## src/rtl/mem_access_stage.sv

```systemverilog
// MEM pipeline stage: forwards ALU results to MEM/WB, or runs one data-memory
// transaction (load/store) with alignment check and ack timeout.
module mem_access_stage #(
   parameter int TIMEOUT_CYCLES = 255
) (
   input  logic        clk,
   input  logic        rst,
   input  logic        cHazard,
   input  logic [31:0] ALUOutIn,
   input  logic [31:0] RdDataBIn,
   input  logic [4:0]  WrNumIn,
   input  logic        RfWrEnableIn,
   input  logic        IsLoadInsnIn,
   input  logic        IsStoreInsnIn,
   output logic        DmemReq,
   output logic        DmemWe,
   output logic [31:0] DmemAddr,
   output logic [31:0] DmemWrData,
   input  logic        DmemAck,
   input  logic [31:0] DmemRdData,
   output logic [31:0] WbDataOut,
   output logic [4:0]  WrNumOut,
   output logic        RfWrEnableOut,
   output logic        BusErrOut,
   output logic        Stall,
   output logic        DbgState
);

   typedef enum logic {IDLE = 1'b0, ACCESS = 1'b1} state_t;

   localparam logic [7:0] TIMEOUT_LIMIT = 8'(TIMEOUT_CYCLES);

   state_t      r_state;
   state_t      w_next;
   logic [7:0]  r_cnt;
   logic [31:0] r_addr;
   logic [31:0] r_wdata;
   logic [4:0]  r_wr_num;
   logic        r_wr_en;
   logic        r_is_store;
   logic [31:0] r_wb_data;
   logic [4:0]  r_wb_num;
   logic        r_wb_en;
   logic        r_bus_err;

   logic        w_mem_op;
   logic        w_aligned;
   logic        w_timeout;

   assign w_mem_op  = (IsLoadInsnIn | IsStoreInsnIn) & ~cHazard;
   assign w_aligned = (ALUOutIn[1:0] == 2'b00);
   assign w_timeout = (r_cnt == TIMEOUT_LIMIT);

   // Memory handshake: DmemReq is high for the whole ACCESS state with
   // address/we/data held constant; a single-cycle DmemAck (with DmemRdData)
   // completes it, and DmemReq drops on the following edge.
   assign DmemReq    = (r_state == ACCESS);
   assign DmemWe     = (r_state == ACCESS) ? r_is_store : 1'b0;
   assign DmemAddr   = (r_state == ACCESS) ? r_addr : 32'd0;
   assign DmemWrData = (r_state == ACCESS) ? r_wdata : 32'd0;
   assign DbgState   = (r_state == ACCESS);

   assign WbDataOut     = r_wb_data;
   assign WrNumOut      = r_wb_num;
   assign RfWrEnableOut = r_wb_en;
   assign BusErrOut     = r_bus_err;

   always_ff @(posedge clk or negedge rst) begin
      if (!rst) r_state <= IDLE;
      else      r_state <= w_next;
   end

   always_comb begin
      w_next = r_state;
      Stall  = 1'b0;
      case (r_state)
         IDLE: begin
            if (w_mem_op && w_aligned) begin
               Stall  = 1'b1;
               w_next = ACCESS;
            end
         end
         ACCESS: begin
            // cHazard is deliberately not looked at: the in-flight op finishes.
            if (DmemAck || w_timeout) w_next = IDLE;
            else                      Stall  = 1'b1;
         end
         default: w_next = IDLE;
      endcase
   end

   always_ff @(posedge clk or negedge rst) begin
      if (!rst) begin
         r_cnt      <= 8'd0;
         r_addr     <= 32'd0;
         r_wdata    <= 32'd0;
         r_wr_num   <= 5'd0;
         r_wr_en    <= 1'b0;
         r_is_store <= 1'b0;
         r_wb_data  <= 32'd0;
         r_wb_num   <= 5'd0;
         r_wb_en    <= 1'b0;
         r_bus_err  <= 1'b0;
      end else begin
         r_bus_err <= 1'b0;
         case (r_state)
            IDLE: begin
               if (!w_mem_op) begin
                  r_wb_data <= ALUOutIn;
                  r_wb_num  <= WrNumIn;
                  r_wb_en   <= RfWrEnableIn & ~cHazard;
               end else if (w_aligned) begin
                  r_addr     <= ALUOutIn;
                  r_wdata    <= RdDataBIn;
                  r_wr_num   <= WrNumIn;
                  r_wr_en    <= RfWrEnableIn;
                  r_is_store <= IsStoreInsnIn;
                  r_cnt      <= 8'd0;
                  r_wb_en    <= 1'b0;
               end else begin
                  r_wb_en   <= 1'b0;
                  r_bus_err <= 1'b1;
               end
            end
            ACCESS: begin
               if (DmemAck) begin
                  // A load+store combination was captured as a store: no write-back.
                  if (!r_is_store) begin
                     r_wb_data <= DmemRdData;
                     r_wb_num  <= r_wr_num;
                     r_wb_en   <= r_wr_en;
                  end else begin
                     r_wb_en <= 1'b0;
                  end
               end else if (w_timeout) begin
                  r_bus_err <= 1'b1;
                  r_wb_en   <= 1'b0;
               end else begin
                  r_cnt <= r_cnt + 8'd1;
               end
            end
            default: ;
         endcase
      end
   end

endmodule

```

## config.mk

```make
export PLATFORM = sky130hd
export DESIGN_NAME = mem_access_stage
export DESIGN_NICKNAME = d
export VERILOG_FILES = /design/src/rtl/mem_access_stage.sv
export SDC_FILE = /design/constraint.sdc
export NUM_CORES = 1
export LEC_CHECK = 0
export ABC_CLOCK_PERIOD_IN_PS = 1900
export CAP_MARGIN = 20
export CORE_ASPECT_RATIO = 1.25
export CORE_MARGIN = 2
export CORE_UTILIZATION = 30
export CTS_CLUSTER_SIZE = 8
export DETAILED_ROUTE_END_ITERATION = 10
export PLACE_DENSITY = 0.69
export SYNTH_ARGS = -nofsm -noshare
export SYNTH_HDL_FRONTEND = slang
export SYNTH_SLANG_ARGS = --single-unit
```

## constraint.sdc

```tcl
create_clock -name clk -period 1.9 [get_ports clk]
set_input_delay 0.19 -clock clk [delete_from_list [all_inputs] [get_ports clk]]
set_output_delay 0.19 -clock clk [all_outputs]
set_load 0.005 [all_outputs]
```

==> metrics.txt, run 1 <==
# TYPE chip_impl_metric gauge
chip_impl_metric{name="synth_edf_count",unit=""} 0
chip_impl_metric{name="via_count_of_the_first_global_routing_pass",unit=""} 4652
chip_impl_metric{name="layout.core_utilization",unit=""} 0.495
chip_impl_metric{name="layout-drive-gt1-share",unit=""} 0.242
chip_impl_metric{name="area_of_the_multi_input_gates",unit="µm²"} 2410
chip_impl_info{name="worstSetupStartpointType",value="register"} 1
chip_impl_metric{name="clkSlewWorstSetupHoldPaths",unit="ps"} 60
chip_impl_info{name="clock_tree_from_tritoncts",value="done"} 1
chip_impl_metric{name="grt_first_pass_wirelength",unit="µm"} 24700
chip_impl_metric{name="critical_path_required",unit="ps"} 1710
chip_impl_metric{name="chipWidth",unit="µm"} 125
chip_impl_metric{name="yosys_register_bits",unit=""} 119
chip_impl_metric{name="synthToLayoutAreaGrowth",unit="%"} 62.1
chip_impl_metric{name="worst_skew_pair.late_latency",unit="ps"} 410
chip_impl_metric{name="timing.slew.headroom",unit=""} 0.762
chip_impl_info{name="critPathCaptureType",value="output pin"} 1
chip_impl_metric{name="arrival_time_at_the_worst_endpoint",unit="ps"} 1650
chip_impl_info{name="status",value="finished clean"} 1
chip_impl_info{name="hold_class",value="in2async"} 1
chip_impl_metric{name="grt_remaining_overflow",unit=""} 0
chip_impl_metric{name="floorplan.io_pins",unit=""} 215
chip_impl_metric{name="syn_avg_cell_area",unit="µm²"} 12.3
chip_impl_metric{name="antennaDiodeCount",unit=""} 0
chip_impl_metric{name="worst_slew_pin_slew",unit="ps"} 357
chip_impl_metric{name="finalClockSkew",unit="ps"} 6.91
chip_impl_metric{name="design.core.area",unit="µm²"} 18100
chip_impl_metric{name="seqCellArea",unit="µm²"} 2980
chip_impl_metric{name="grt_antenna_before_repair",unit=""} 0
chip_impl_metric{name="fillCellCount",unit=""} 1611
chip_impl_metric{name="grt_max_degree",unit=""} 46
chip_impl_metric{name="yosysUniqueCellTypes",unit=""} 36
chip_impl_info{name="worst-setup-path-type",value="reg2out"} 1
chip_impl_metric{name="finalSetupViolations",unit=""} 0
chip_impl_metric{name="grt_util_all_layers",unit=""} 0.161
chip_impl_info{name="synth_top_flop_cell",value="sky130_fd_sc_hd__dfrtp_1"} 1
chip_impl_info{name="critical_path.cell_chain",value="buf_6, buf_12, buf_16, and2_1, clkdlybuf4s15_1"} 1
chip_impl_metric{name="cap_violations",unit=""} 0
chip_impl_metric{name="post-route-drc-count",unit=""} 0
chip_impl_metric{name="layout_worst_path_cycle_share",unit=""} 0.970
chip_impl_metric{name="final_max_slew_viol_count",unit=""} 0
chip_impl_metric{name="htree_levels",unit=""} 4
chip_impl_metric{name="postRouteAntennaNets",unit=""} 0
chip_impl_metric{name="mappedNetlistArea",unit="µm²"} 5530
chip_impl_metric{name="p_per_area",unit="nW/µm²"} 923
chip_impl_metric{name="via_count_normalized_by_instance_count",unit=""} 4.59
chip_impl_metric{name="ys_warn_count",unit=""} 0
chip_impl_metric{name="design.die.area",unit="µm²"} 19500
chip_impl_metric{name="cts_sinks",unit=""} 119
chip_impl_info{name="critPathSlowestCell",value="sky130_fd_sc_hd__dfrtp_4"} 1
chip_impl_metric{name="final.min_clock_period",unit="ps"} 1840
chip_impl_metric{name="pre_cts_ws",unit="ps"} -132
chip_impl_metric{name="finalWirelength",unit="µm"} 15700
chip_impl_metric{name="fp.dieH",unit="µm"} 156
chip_impl_metric{name="number_of_buffers_on_the_longest_clock_path",unit=""} 2
chip_impl_metric{name="gate_count_after_technology_mapping",unit=""} 451
chip_impl_info{name="setup_repair_after_global_routing_missed_its_margin",value="yes"} 1
chip_impl_metric{name="port_buffers",unit=""} 214
chip_impl_metric{name="drt_iter0_drc",unit=""} 151
chip_impl_metric{name="drt-pass1-iter-count",unit=""} 4
chip_impl_metric{name="hold_viol",unit=""} 0
chip_impl_metric{name="max_clock_freq",unit="MHz"} 543
chip_impl_metric{name="mappedNetlistNets",unit=""} 560
chip_impl_metric{name="critical_path.max_fanout",unit=""} 14
chip_impl_metric{name="routabilityCongestion",unit=""} 0.786
chip_impl_metric{name="critical_path.max_stage_delay",unit="ps"} 500
chip_impl_metric{name="nNetsFinal",unit=""} 810
chip_impl_metric{name="leakagePower",unit="nW"} 4.22
chip_impl_info{name="clock_tree.root_cell",value="sky130_fd_sc_hd__clkbuf_16"} 1
chip_impl_metric{name="vdd.ir_drop.worst",unit="mV"} 0.511
chip_impl_metric{name="ys_seq_area_frac",unit=""} 0.539
chip_impl_metric{name="num_rows",unit=""} 55
chip_impl_info{name="mostFrequentLayoutCell",value="sky130_fd_sc_hd__clkdlybuf4s50_1"} 1
chip_impl_metric{name="detailedPlacementHpwl",unit="µm"} 10300
chip_impl_metric{name="route.vias.total",unit=""} 4328
chip_impl_metric{name="cts-buffers-inserted",unit=""} 17
chip_impl_metric{name="fin_ws",unit="ps"} 57.7
chip_impl_info{name="final_cell_mix",value="sky130_fd_sc_hd__clkdlybuf4s50_1 (146), sky130_fd_sc_hd__dfrtp_1 (118), sky130_fd_sc_hd__and2_1 (60)"} 1
chip_impl_metric{name="wl_per_cell",unit="µm"} 16.7
chip_impl_metric{name="ys_async_sr_fraction",unit=""} 1.00
chip_impl_metric{name="floorplan.initialDensity",unit=""} 0.305
power by group:
group	switching, W	total (W)	internal, W
registers	0.000285	0.00331	0.00302
logic	0.000645	0.00188	0.00124
clock network	0.00116	0.00308	0.00192
layer usage:
layer	GRT usage	vias up	part of all wire
li1	-	2041	-
met1	0.189	2126	0.41
met2	0.285	147	0.53
met3	0.0415	14	0.047
met4	0.0598	0	0.014
met5	0	-	0
metrics by stage:
stage	hold WS [ps]	total power, W	cell area (µm²)	cells	setup TNS, ps
after floorplan	-106	0.00408	5530	451	0
after CTS	222	0.00831	8790	930	-1880
final	241	0.00827	8960	942	0
after global placement	120	0.00505	8060	886	-142
after global routing	245	0.00870	8960	942	-18.4
after detailed placement	118	0.00513	8060	886	-138
registers in the layout (all words and copies together), names as in the netlist:
signal / cells
r_wdata: 32
r_wr_en: 1
WbDataOut: 32
DbgState: 1
r_wr_num: 5
WrNumOut: 5
r_addr: 32
r_cnt: 8
RfWrEnableOut: 1
r_is_store: 1
BusErrOut: 1
synthesized netlist by cell type (2+ instances only):
cell                         n  area, µm²
sky130_fd_sc_hd__buf_6       6       67.6
sky130_fd_sc_hd__mux2_2     29        327
sky130_fd_sc_hd__clkbuf_1   11       41.3
sky130_fd_sc_hd__dfrtp_1   119       2980
sky130_fd_sc_hd__o21ai_0    18       90.1
sky130_fd_sc_hd__a211o_1     2       17.5
sky130_fd_sc_hd__nand3_1     7       35.0
sky130_fd_sc_hd__a21o_1      2       15.0
sky130_fd_sc_hd__buf_2      11       55.1
sky130_fd_sc_hd__inv_1       2       7.51
sky130_fd_sc_hd__a31oi_1     2       12.5
sky130_fd_sc_hd__nand2_1    43        161
sky130_fd_sc_hd__buf_4       3       22.5
sky130_fd_sc_hd__mux2_4     40        601
sky130_fd_sc_hd__o21ai_1    23        115
sky130_fd_sc_hd__mux2i_1    37        370
sky130_fd_sc_hd__nand2b_1    2       12.5
sky130_fd_sc_hd__nor2_1      8       30.0
sky130_fd_sc_hd__nor3_1      2       10.0
sky130_fd_sc_hd__and2_1     68        425
cells by family (layout without fill, tap and decap cells):
kind of cell,count (synthesis),after routing,synth area share
fa+ha+maj,1,1,0.00226
xor+xnor,1,1,0.00159
flops,119,119,0.539
simple gates,139,139,0.135
compound gates,52,52,0.0528
buf+inv,33,296,0.0351
mux,106,106,0.235
layout make-up:
type,count,area share
Timing Repair Buffer,262,0.302
Sequential cell,119,0.333
Multi-Input combinational cell,299,0.269
Clock buffer,19,0.0483
Inverter,2,0.000838
Tap cell,228,0.0318
Clock inverter,13,0.0148
timing repair:
item,4_1_cts,5_1_grt
resized for setup,68,70
pin swaps,0,2
gates cloned,4,1
endpoints found under the hold margin,22,0
setup endpoints to repair,66,60
buffers inserted,7,11
hold buffers,1,0
worst max-delay path: cells and delay by family, from the launching register on:
family / cells / cell delay, ps
flip-flops: 1 / 500
buffers and inverters: 4 / 590
AND/OR/NAND/NOR: 1 / 140
path summary, 6_finish.rpt:
check	start	end	cells past startpoint	slack (ps)
worst max-delay path	DbgState	DmemAddr[30]	5	60
worst min-delay path	rst	r_addr[24]	2	240
worst max register to register	DbgState	WbDataOut[7]	7	70
worst min register to register	WrNumOut[3]	WrNumOut[3]	2	480
max in group asynchronous	rst	DbgState	3	1090
min in group clk	RdDataBIn[25]	r_wdata[25]	2	390
Power figures use the tool's default switching activity.
==> run 2, diff against run 1 <==
--- a/config.mk
+++ b/config.mk
@@ -12,7 +12,8 @@
 export CORE_UTILIZATION = 30
 export CTS_CLUSTER_SIZE = 8
 export DETAILED_ROUTE_END_ITERATION = 10
-export PLACE_DENSITY = 0.69
+export GPL_TIMING_DRIVEN = 0
+export PLACE_DENSITY = 0.65
 export SYNTH_ARGS = -nofsm -noshare
 export SYNTH_HDL_FRONTEND = slang
 export SYNTH_SLANG_ARGS = --single-unit
==> run 2 against run 1 <==
  * Global-route usage is 0.15 points higher
  * Combinational power down 5%
  * Critical path depth is the same
  * Die area unchanged
  * Core utilization shrank 1.3 points
  * Worst setup slack gained 3.5 ps
  * Worst hold slack worse by 4.5 ps
  * First-iteration DRC count fell by 4.6%
  * Power fell by 2.3%
==> metrics.txt, run 2 (synthesis results as in run 1) <==
# TYPE chip_impl_metric gauge
chip_impl_metric{name="leakagePower",unit="nW"} 4.01
chip_impl_metric{name="timing.reg2reg.worst_path_depth",unit=""} 6
chip_impl_info{name="worst-setup-path-type",value="reg2out"} 1
chip_impl_metric{name="grt_max_degree",unit=""} 88
chip_impl_metric{name="vdd.ir_drop.worst",unit="mV"} 0.536
chip_impl_metric{name="design.die.area",unit="µm²"} 19500
chip_impl_metric{name="finalWirelength",unit="µm"} 15600
chip_impl_metric{name="grt_first_pass_wirelength",unit="µm"} 25100
chip_impl_metric{name="worst_skew_pair.late_latency",unit="ps"} 410
chip_impl_metric{name="seqCellArea",unit="µm²"} 2980
chip_impl_metric{name="finalClockSkew",unit="ps"} 6.06
chip_impl_metric{name="cap_violations",unit=""} 0
chip_impl_metric{name="floorplan.initialDensity",unit=""} 0.305
chip_impl_metric{name="num_rows",unit=""} 55
chip_impl_metric{name="internal_power",unit="W"} 0.00610
chip_impl_metric{name="route.vias.total",unit=""} 4345
chip_impl_info{name="status",value="finished clean"} 1
chip_impl_metric{name="grt_antenna_before_repair",unit=""} 0
chip_impl_metric{name="layout-drive-gt1-share",unit=""} 0.231
chip_impl_metric{name="critical_path_required",unit="ps"} 1710
chip_impl_metric{name="synthToLayoutAreaGrowth",unit="%"} 57.9
chip_impl_metric{name="nNetsFinal",unit=""} 811
chip_impl_metric{name="critical_path.max_fanout",unit=""} 10
chip_impl_metric{name="routed-wl-met3",unit="µm"} 853
chip_impl_metric{name="routabilityCongestion",unit=""} 0.780
chip_impl_metric{name="fp.dieH",unit="µm"} 156
chip_impl_metric{name="clkSlewWorstSetupHoldPaths",unit="ps"} 60
chip_impl_metric{name="fillCellCount",unit=""} 1655
chip_impl_metric{name="cts-buffers-inserted",unit=""} 17
chip_impl_metric{name="layout.core_utilization",unit=""} 0.482
chip_impl_metric{name="via_count_normalized_by_instance_count",unit=""} 4.61
chip_impl_info{name="highest_layer",value="met4"} 1
chip_impl_info{name="clock_tree.root_cell",value="sky130_fd_sc_hd__clkbuf_16"} 1
chip_impl_metric{name="antennaDiodeCount",unit=""} 0
chip_impl_info{name="r2r_end",value="r_addr[20]"} 1
chip_impl_metric{name="arrival_time_at_the_worst_endpoint",unit="ps"} 1650
chip_impl_metric{name="reg2reg_setup_slack",unit="ps"} 200
chip_impl_metric{name="post-route-drc-count",unit=""} 0
chip_impl_info{name="worstSetupStartpointType",value="register"} 1
chip_impl_metric{name="max_clock_freq",unit="MHz"} 544
chip_impl_info{name="timing.critical_path.to",value="DmemAddr[19]"} 1
chip_impl_metric{name="number_of_buffers_on_the_longest_clock_path",unit=""} 2
chip_impl_metric{name="p_per_area",unit="nW/µm²"} 926
chip_impl_metric{name="port_buffers",unit=""} 214
chip_impl_metric{name="cts_sinks",unit=""} 119
chip_impl_metric{name="floorplan.io_pins",unit=""} 215
chip_impl_metric{name="design.core.area",unit="µm²"} 18100
chip_impl_metric{name="drt-pass1-iter-count",unit=""} 4
chip_impl_metric{name="route.layer.met1.wl",unit="µm"} 6530
chip_impl_metric{name="final.min_clock_period",unit="ps"} 1840
chip_impl_metric{name="comb_power_share",unit=""} 0.221
chip_impl_info{name="setup_repair_after_global_routing_missed_its_margin",value="no"} 1
chip_impl_info{name="clock_tree_from_tritoncts",value="done"} 1
chip_impl_metric{name="seq_power_share",unit=""} 0.407
chip_impl_metric{name="finalSetupViolations",unit=""} 0
chip_impl_info{name="mostFrequentLayoutCell",value="sky130_fd_sc_hd__clkdlybuf4s50_1"} 1
chip_impl_info{name="final_cell_mix",value="sky130_fd_sc_hd__clkdlybuf4s50_1 (147), sky130_fd_sc_hd__dfrtp_1 (118), sky130_fd_sc_hd__and2_1 (67)"} 1
chip_impl_metric{name="area_of_the_multi_input_gates",unit="µm²"} 2370
chip_impl_metric{name="final_max_slew_viol_count",unit=""} 0
chip_impl_info{name="r2r_start",value="DbgState"} 1
chip_impl_metric{name="hold_viol",unit=""} 0
chip_impl_metric{name="htree_levels",unit=""} 4
chip_impl_metric{name="grt_util_all_layers",unit=""} 0.163
chip_impl_metric{name="chipWidth",unit="µm"} 125
chip_impl_metric{name="net-switching-power",unit="W"} 0.00198
chip_impl_metric{name="grt_remaining_overflow",unit=""} 0
chip_impl_info{name="crit_start",value="DbgState"} 1
chip_impl_metric{name="layout_worst_path_cycle_share",unit=""} 0.968
chip_impl_metric{name="clockPowerShare",unit=""} 0.372
chip_impl_info{name="hold_class",value="in2async"} 1
chip_impl_metric{name="detailedPlacementHpwl",unit="µm"} 11200
chip_impl_metric{name="sw_frac",unit=""} 0.245
chip_impl_metric{name="via_count_of_the_first_global_routing_pass",unit=""} 4729
chip_impl_metric{name="postRouteAntennaNets",unit=""} 0
chip_impl_metric{name="route.met2.wl",unit="µm"} 7870
chip_impl_metric{name="holdWs",unit="ps"} 237
chip_impl_info{name="critPathCaptureType",value="output pin"} 1
chip_impl_metric{name="worst_slew_pin_slew",unit="ps"} 485
chip_impl_metric{name="drt_iter0_drc",unit=""} 144
chip_impl_metric{name="timing.slew.headroom",unit=""} 0.677
chip_impl_metric{name="wl_per_cell",unit="µm"} 16.5
run 2: cell count changes in the layout (fill, tap and decap cells not counted), moves of 3 or more:
cell                              delta
sky130_fd_sc_hd__buf_2              +10
sky130_fd_sc_hd__buf_4               -9
sky130_fd_sc_hd__dlymetal6s2s_1      -9
sky130_fd_sc_hd__buf_12              -8
sky130_fd_sc_hd__and2_1              +7
sky130_fd_sc_hd__and2_4              -7
sky130_fd_sc_hd__clkbuf_8            +7
sky130_fd_sc_hd__buf_6               +5
sky130_fd_sc_hd__clkbuf_2            +4
sky130_fd_sc_hd__clkdlybuf4s15_1     +3
sky130_fd_sc_hd__dlygate4sd2_1       +3
run 2: final cells by class:
cell class / instances / share of cell area
flip-flops and latches: 119 / 0.341
multi-input cells: 299 / 0.272
repair buffers: 234 / 0.256
clock buffers: 23 / 0.0559
plain buffers: 29 / 0.0330
well taps: 228 / 0.0327
clock inverters: 8 / 0.00832
inverters: 2 / 0.00115
run 2: routing by layer:
metal	vias to the layer above	global-route usage
li1	2052	-
met1	2111	0.193
met2	158	0.281
met3	24	0.0470
met4	0	0.0587
met5	-	0
run 2: how the worst min path moves through the flow:
stage | depth (start not counted) | endpoint | startpoint | slack, ps
floorplan | 0 | BusErrOut | rst | -110
global placement | 2 | WrNumOut[1] | WrNumOut[1] | 460
detailed placement | 1 | WbDataOut[24] | rst | 100
CTS | 2 | WbDataOut[24] | rst | 230
global route | 2 | WbDataOut[24] | rst | 260
finish | 2 | WbDataOut[24] | rst | 240
run 2: power groups by stage:
stage               clock (W)  sequential, W  combinational [W]
finish                0.00301        0.00329            0.00178
global route          0.00322        0.00336            0.00194
CTS                   0.00310        0.00329            0.00182
detailed placement          0        0.00333            0.00176
global placement            0        0.00331            0.00173
floorplan                   0        0.00327           0.000810
run 2: worst max-delay path, stage by stage (launching register included):
cell and delay, ps:
sky130_fd_sc_hd__dfrtp_2 420, sky130_fd_sc_hd__buf_6 140, sky130_fd_sc_hd__buf_4 130, sky130_fd_sc_hd__clkbuf_8 150, sky130_fd_sc_hd__and2_1 140, sky130_fd_sc_hd__dlygate4sd2_1 260
run 2: per-stage QoR:
| step | power, W | cell area (µm²) | worst slack, ps | setup TNS (ps) | instances |
|---|---|---|---|---|---|
| after floorplan | 0.00408 | 5530 | 243 | 0 | 451 |
| after global placement | 0.00504 | 7950 | -4010 | -493400 | 893 |
| after detailed placement | 0.00510 | 7980 | -374 | -19890 | 894 |
| after CTS | 0.00821 | 8740 | -92.2 | -829 | 940 |
| after global routing | 0.00851 | 8730 | 0.0135 | 0 | 942 |
| final | 0.00808 | 8730 | 61.1 | 0 | 942 |
run 2: repair_timing:
item                       in CTS  in global routing
hold buffers                    1                  0
resized for setup             133                 30
gates cloned                    1                  0
pin swaps                       3                  0
buffers inserted               14                  3
hold endpoints to repair       32                  0
setup endpoints to repair      69                 58
==> run 3, diff against run 2 <==
--- a/config.mk
+++ b/config.mk
@@ -5,8 +5,8 @@
 export SDC_FILE = /design/constraint.sdc
 export NUM_CORES = 1
 export LEC_CHECK = 0
-export ABC_CLOCK_PERIOD_IN_PS = 1900
-export CAP_MARGIN = 20
+export ABC_CLOCK_PERIOD_IN_PS = 1810
+export CAP_MARGIN = 0
 export CORE_ASPECT_RATIO = 1.25
 export CORE_MARGIN = 2
 export CORE_UTILIZATION = 30
@@ -14,6 +14,7 @@
 export DETAILED_ROUTE_END_ITERATION = 10
 export GPL_TIMING_DRIVEN = 0
 export PLACE_DENSITY = 0.65
+export RECOVER_POWER = 100
 export SYNTH_ARGS = -nofsm -noshare
 export SYNTH_HDL_FRONTEND = slang
 export SYNTH_SLANG_ARGS = --single-unit
==> constraint.sdc (replaced) <==
create_clock -name clk -period 1.81 [get_ports clk]
set_input_delay 0.181 -clock clk [delete_from_list [all_inputs] [get_ports clk]]
set_output_delay 0.181 -clock clk [all_outputs]
set_load 0.005 [all_outputs]
==> run 3 against run 2 <==
  * The flow now finishes with violations (negative setup slack)
  * Die area unchanged
  * Global-route usage rose by 0.18 points
  * Clock power rose by 5%
  * Sequential share of layout area is 0.64 points lower
  * Critical path depth increased by 2
  * Core utilization is 0.93 points higher
  * Non-clock buffer count is 11 higher
  * Worst hold slack better by 150 ps
  * Power increased by 5.6%
  * Critical endpoint is now DmemWrData[21]
  * Largest power group unchanged
==> metrics.txt, run 3 (synthesis results as in run 1) <==
# TYPE chip_impl_metric gauge
chip_impl_info{name="status",value="complete, but fails checks"} 1
chip_impl_info{name="violations",value="negative setup slack"} 1
chip_impl_metric{name="layout-drive-gt1-share",unit=""} 0.306
chip_impl_metric{name="vdd.ir_drop.worst",unit="mV"} 0.552
chip_impl_metric{name="arrival_time_at_the_worst_endpoint",unit="ps"} 1690
chip_impl_info{name="worst-setup-path-type",value="reg2out"} 1
chip_impl_metric{name="internal_power",unit="W"} 0.00642
chip_impl_metric{name="layout_worst_path_cycle_share",unit=""} 1.03
chip_impl_metric{name="grt_first_pass_wirelength",unit="µm"} 25300
chip_impl_metric{name="fp.dieH",unit="µm"} 156
chip_impl_metric{name="num_rows",unit=""} 55
chip_impl_metric{name="grt_max_degree",unit=""} 88
chip_impl_metric{name="final_max_slew_viol_count",unit=""} 0
chip_impl_metric{name="max_clock_freq",unit="MHz"} 535
chip_impl_metric{name="detailedPlacementHpwl",unit="µm"} 11200
chip_impl_metric{name="cts_sinks",unit=""} 119
chip_impl_metric{name="worst_skew_pair.late_latency",unit="ps"} 410
chip_impl_metric{name="drt_iter0_drc",unit=""} 118
chip_impl_metric{name="finalClockSkew",unit="ps"} 6.04
chip_impl_metric{name="grt_remaining_overflow",unit=""} 0
chip_impl_metric{name="number_of_buffers_on_the_longest_clock_path",unit=""} 2
chip_impl_metric{name="finalSetupViolations",unit=""} 4
chip_impl_metric{name="postRouteAntennaNets",unit=""} 0
chip_impl_metric{name="clkSlewWorstSetupHoldPaths",unit="ps"} 60
chip_impl_metric{name="design.die.area",unit="µm²"} 19500
chip_impl_metric{name="htree_levels",unit=""} 4
chip_impl_metric{name="p_per_area",unit="nW/µm²"} 959
chip_impl_metric{name="via_count_of_the_first_global_routing_pass",unit=""} 4782
chip_impl_metric{name="comb_power_share",unit=""} 0.225
chip_impl_metric{name="design.core.area",unit="µm²"} 18100
chip_impl_info{name="worstSetupStartpointType",value="register"} 1
chip_impl_metric{name="post-route-drc-count",unit=""} 0
chip_impl_info{name="hold_class",value="in2reg"} 1
chip_impl_metric{name="grt_util_all_layers",unit=""} 0.165
chip_impl_metric{name="worstHoldPathCells",unit=""} 2
chip_impl_metric{name="cap_violations",unit=""} 0
chip_impl_metric{name="clockPowerShare",unit=""} 0.370
chip_impl_metric{name="worst_slew_pin_slew",unit="ps"} 830
chip_impl_metric{name="pre_cts_ws",unit="ps"} -446
chip_impl_metric{name="wl_per_cell",unit="µm"} 16.7
chip_impl_metric{name="cts-buffers-inserted",unit=""} 17
chip_impl_metric{name="synthToLayoutAreaGrowth",unit="%"} 61.0
chip_impl_metric{name="via_count_normalized_by_instance_count",unit=""} 4.58
chip_impl_metric{name="antennaDiodeCount",unit=""} 0
chip_impl_metric{name="fillCellCount",unit=""} 1629
chip_impl_info{name="clock_tree.root_cell",value="sky130_fd_sc_hd__clkbuf_16"} 1
chip_impl_metric{name="fin_ws",unit="ps"} -57.9
chip_impl_metric{name="drt-pass1-iter-count",unit=""} 4
chip_impl_metric{name="design_power_total",unit="W"} 0.00853
chip_impl_metric{name="seq_power_share",unit=""} 0.405
chip_impl_metric{name="reg2reg_setup_slack",unit="ps"} 20
chip_impl_metric{name="port_buffers",unit=""} 214
chip_impl_metric{name="routabilityCongestion",unit=""} 0.780
chip_impl_metric{name="net-switching-power",unit="W"} 0.00211
chip_impl_metric{name="grt_antenna_before_repair",unit=""} 0
chip_impl_metric{name="hold_viol",unit=""} 0
chip_impl_metric{name="sw_frac",unit=""} 0.247
chip_impl_info{name="clock_tree_from_tritoncts",value="done"} 1
chip_impl_metric{name="route.vias.total",unit=""} 4367
chip_impl_info{name="critPathCaptureType",value="output pin"} 1
chip_impl_info{name="final_cell_mix",value="sky130_fd_sc_hd__dfrtp_1 (118), sky130_fd_sc_hd__clkdlybuf4s50_1 (107), sky130_fd_sc_hd__and2_1 (51)"} 1
chip_impl_metric{name="final.min_clock_period",unit="ps"} 1870
chip_impl_metric{name="timing.slew.headroom",unit=""} 0.447
chip_impl_metric{name="timing.reg2reg.worst_path_depth",unit=""} 7
chip_impl_metric{name="nNetsFinal",unit=""} 822
chip_impl_metric{name="critical_path_required",unit="ps"} 1630
chip_impl_metric{name="finalWirelength",unit="µm"} 15900
chip_impl_metric{name="critical_path.max_fanout",unit=""} 5
chip_impl_metric{name="leakagePower",unit="nW"} 4.25
chip_impl_info{name="setup_repair_after_global_routing_missed_its_margin",value="yes"} 1
chip_impl_metric{name="chipWidth",unit="µm"} 125
chip_impl_metric{name="floorplan.initialDensity",unit=""} 0.305
chip_impl_metric{name="floorplan.io_pins",unit=""} 215
chip_impl_metric{name="holdWs",unit="ps"} 384
chip_impl_info{name="mostFrequentLayoutCell",value="sky130_fd_sc_hd__dfrtp_1"} 1
[run 3: cell types whose count changed in the layout (fill, tap and decap cells not counted), moves of 13 or more]
cell | previous run | this run
sky130_fd_sc_hd__and2_1 | 67 | 51
sky130_fd_sc_hd__and2_4 | 1 | 17
sky130_fd_sc_hd__buf_6 | 10 | 23
sky130_fd_sc_hd__clkdlybuf4s15_1 | 25 | 11
sky130_fd_sc_hd__clkdlybuf4s50_1 | 147 | 107
sky130_fd_sc_hd__dlygate4sd2_1 | 29 | 4
sky130_fd_sc_hd__dlygate4sd3_1 | 1 | 40
[run 3: final cells by class]
class | count | area, µm² | area share
Multi-Input combinational cell | 299 | 2420 | 0.272
Buffer | 29 | 284 | 0.0319
Clock buffer | 23 | 488 | 0.0549
Timing Repair Buffer | 245 | 2350 | 0.264
Tap cell | 228 | 285 | 0.0321
Clock inverter | 8 | 72.6 | 0.00816
Inverter | 2 | 10.0 | 0.00113
Sequential cell | 119 | 2980 | 0.335
[run 3: metrics by stage]
step                setup TNS (ps)  utilization  instance area (µm²)  cells
floorplan                        0            -                 5530    451
global placement           -515140        0.439                 7950    893
detailed placement          -32910        0.441                 7980    894
CTS                          -3260        0.489                 8850    946
global route                 -1650        0.491                 8890    953
finish                        -197        0.491                 8890    953
[run 3: power groups by stage]
stage | clock, W | sequential (W) | combinational [W]
final | 0.00316 | 0.00346 | 0.00191
after global placement | 0 | 0.00347 | 0.00181
after CTS | 0.00326 | 0.00346 | 0.00198
after global routing | 0.00338 | 0.00352 | 0.00208
after detailed placement | 0 | 0.00350 | 0.00185
after floorplan | 0 | 0.00344 | 0.000851
[run 3: routing by layer]
| layer | routed length [µm] | vias to the layer above | GRT usage |
|---|---|---|---|
| met1 | 6620 | 2127 | 0.195 |
| met3 | 843 | 19 | 0.0466 |
| li1 | - | 2073 | - |
| met4 | 319 | 0 | 0.0603 |
| met2 | 8090 | 148 | 0.285 |
| met5 | 0 | - | 0 |
[run 3: path summary, 6_finish.rpt]
check	startpoint	end
setup / recovery	DbgState	DmemWrData[21]
hold / removal	RdDataBIn[21]	r_wdata[21]
setup reg to reg	r_cnt[1]	r_cnt[2]
hold reg to reg	WbDataOut[0]	WbDataOut[0]
max in group asynchronous	rst	DbgState
min in group asynchronous	rst	WbDataOut[24]
[run 3: critical path: stages (launching register included)]
cell,delay [ps]
sky130_fd_sc_hd__dfrtp_2,420
sky130_fd_sc_hd__buf_8,140
sky130_fd_sc_hd__buf_12,130
sky130_fd_sc_hd__buf_8,120
sky130_fd_sc_hd__buf_8,120
sky130_fd_sc_hd__buf_6,110
sky130_fd_sc_hd__and2_4,130
sky130_fd_sc_hd__buf_6,110
[run 3: repair_timing]
item	in CTS	in global routing
gates resized for setup	221	66
buffers inserted	16	8
hold buffers	1	0
setup endpoints to repair	86	57
hold endpoints to repair	32	0
gates cloned	5	0
pin swaps	3	4
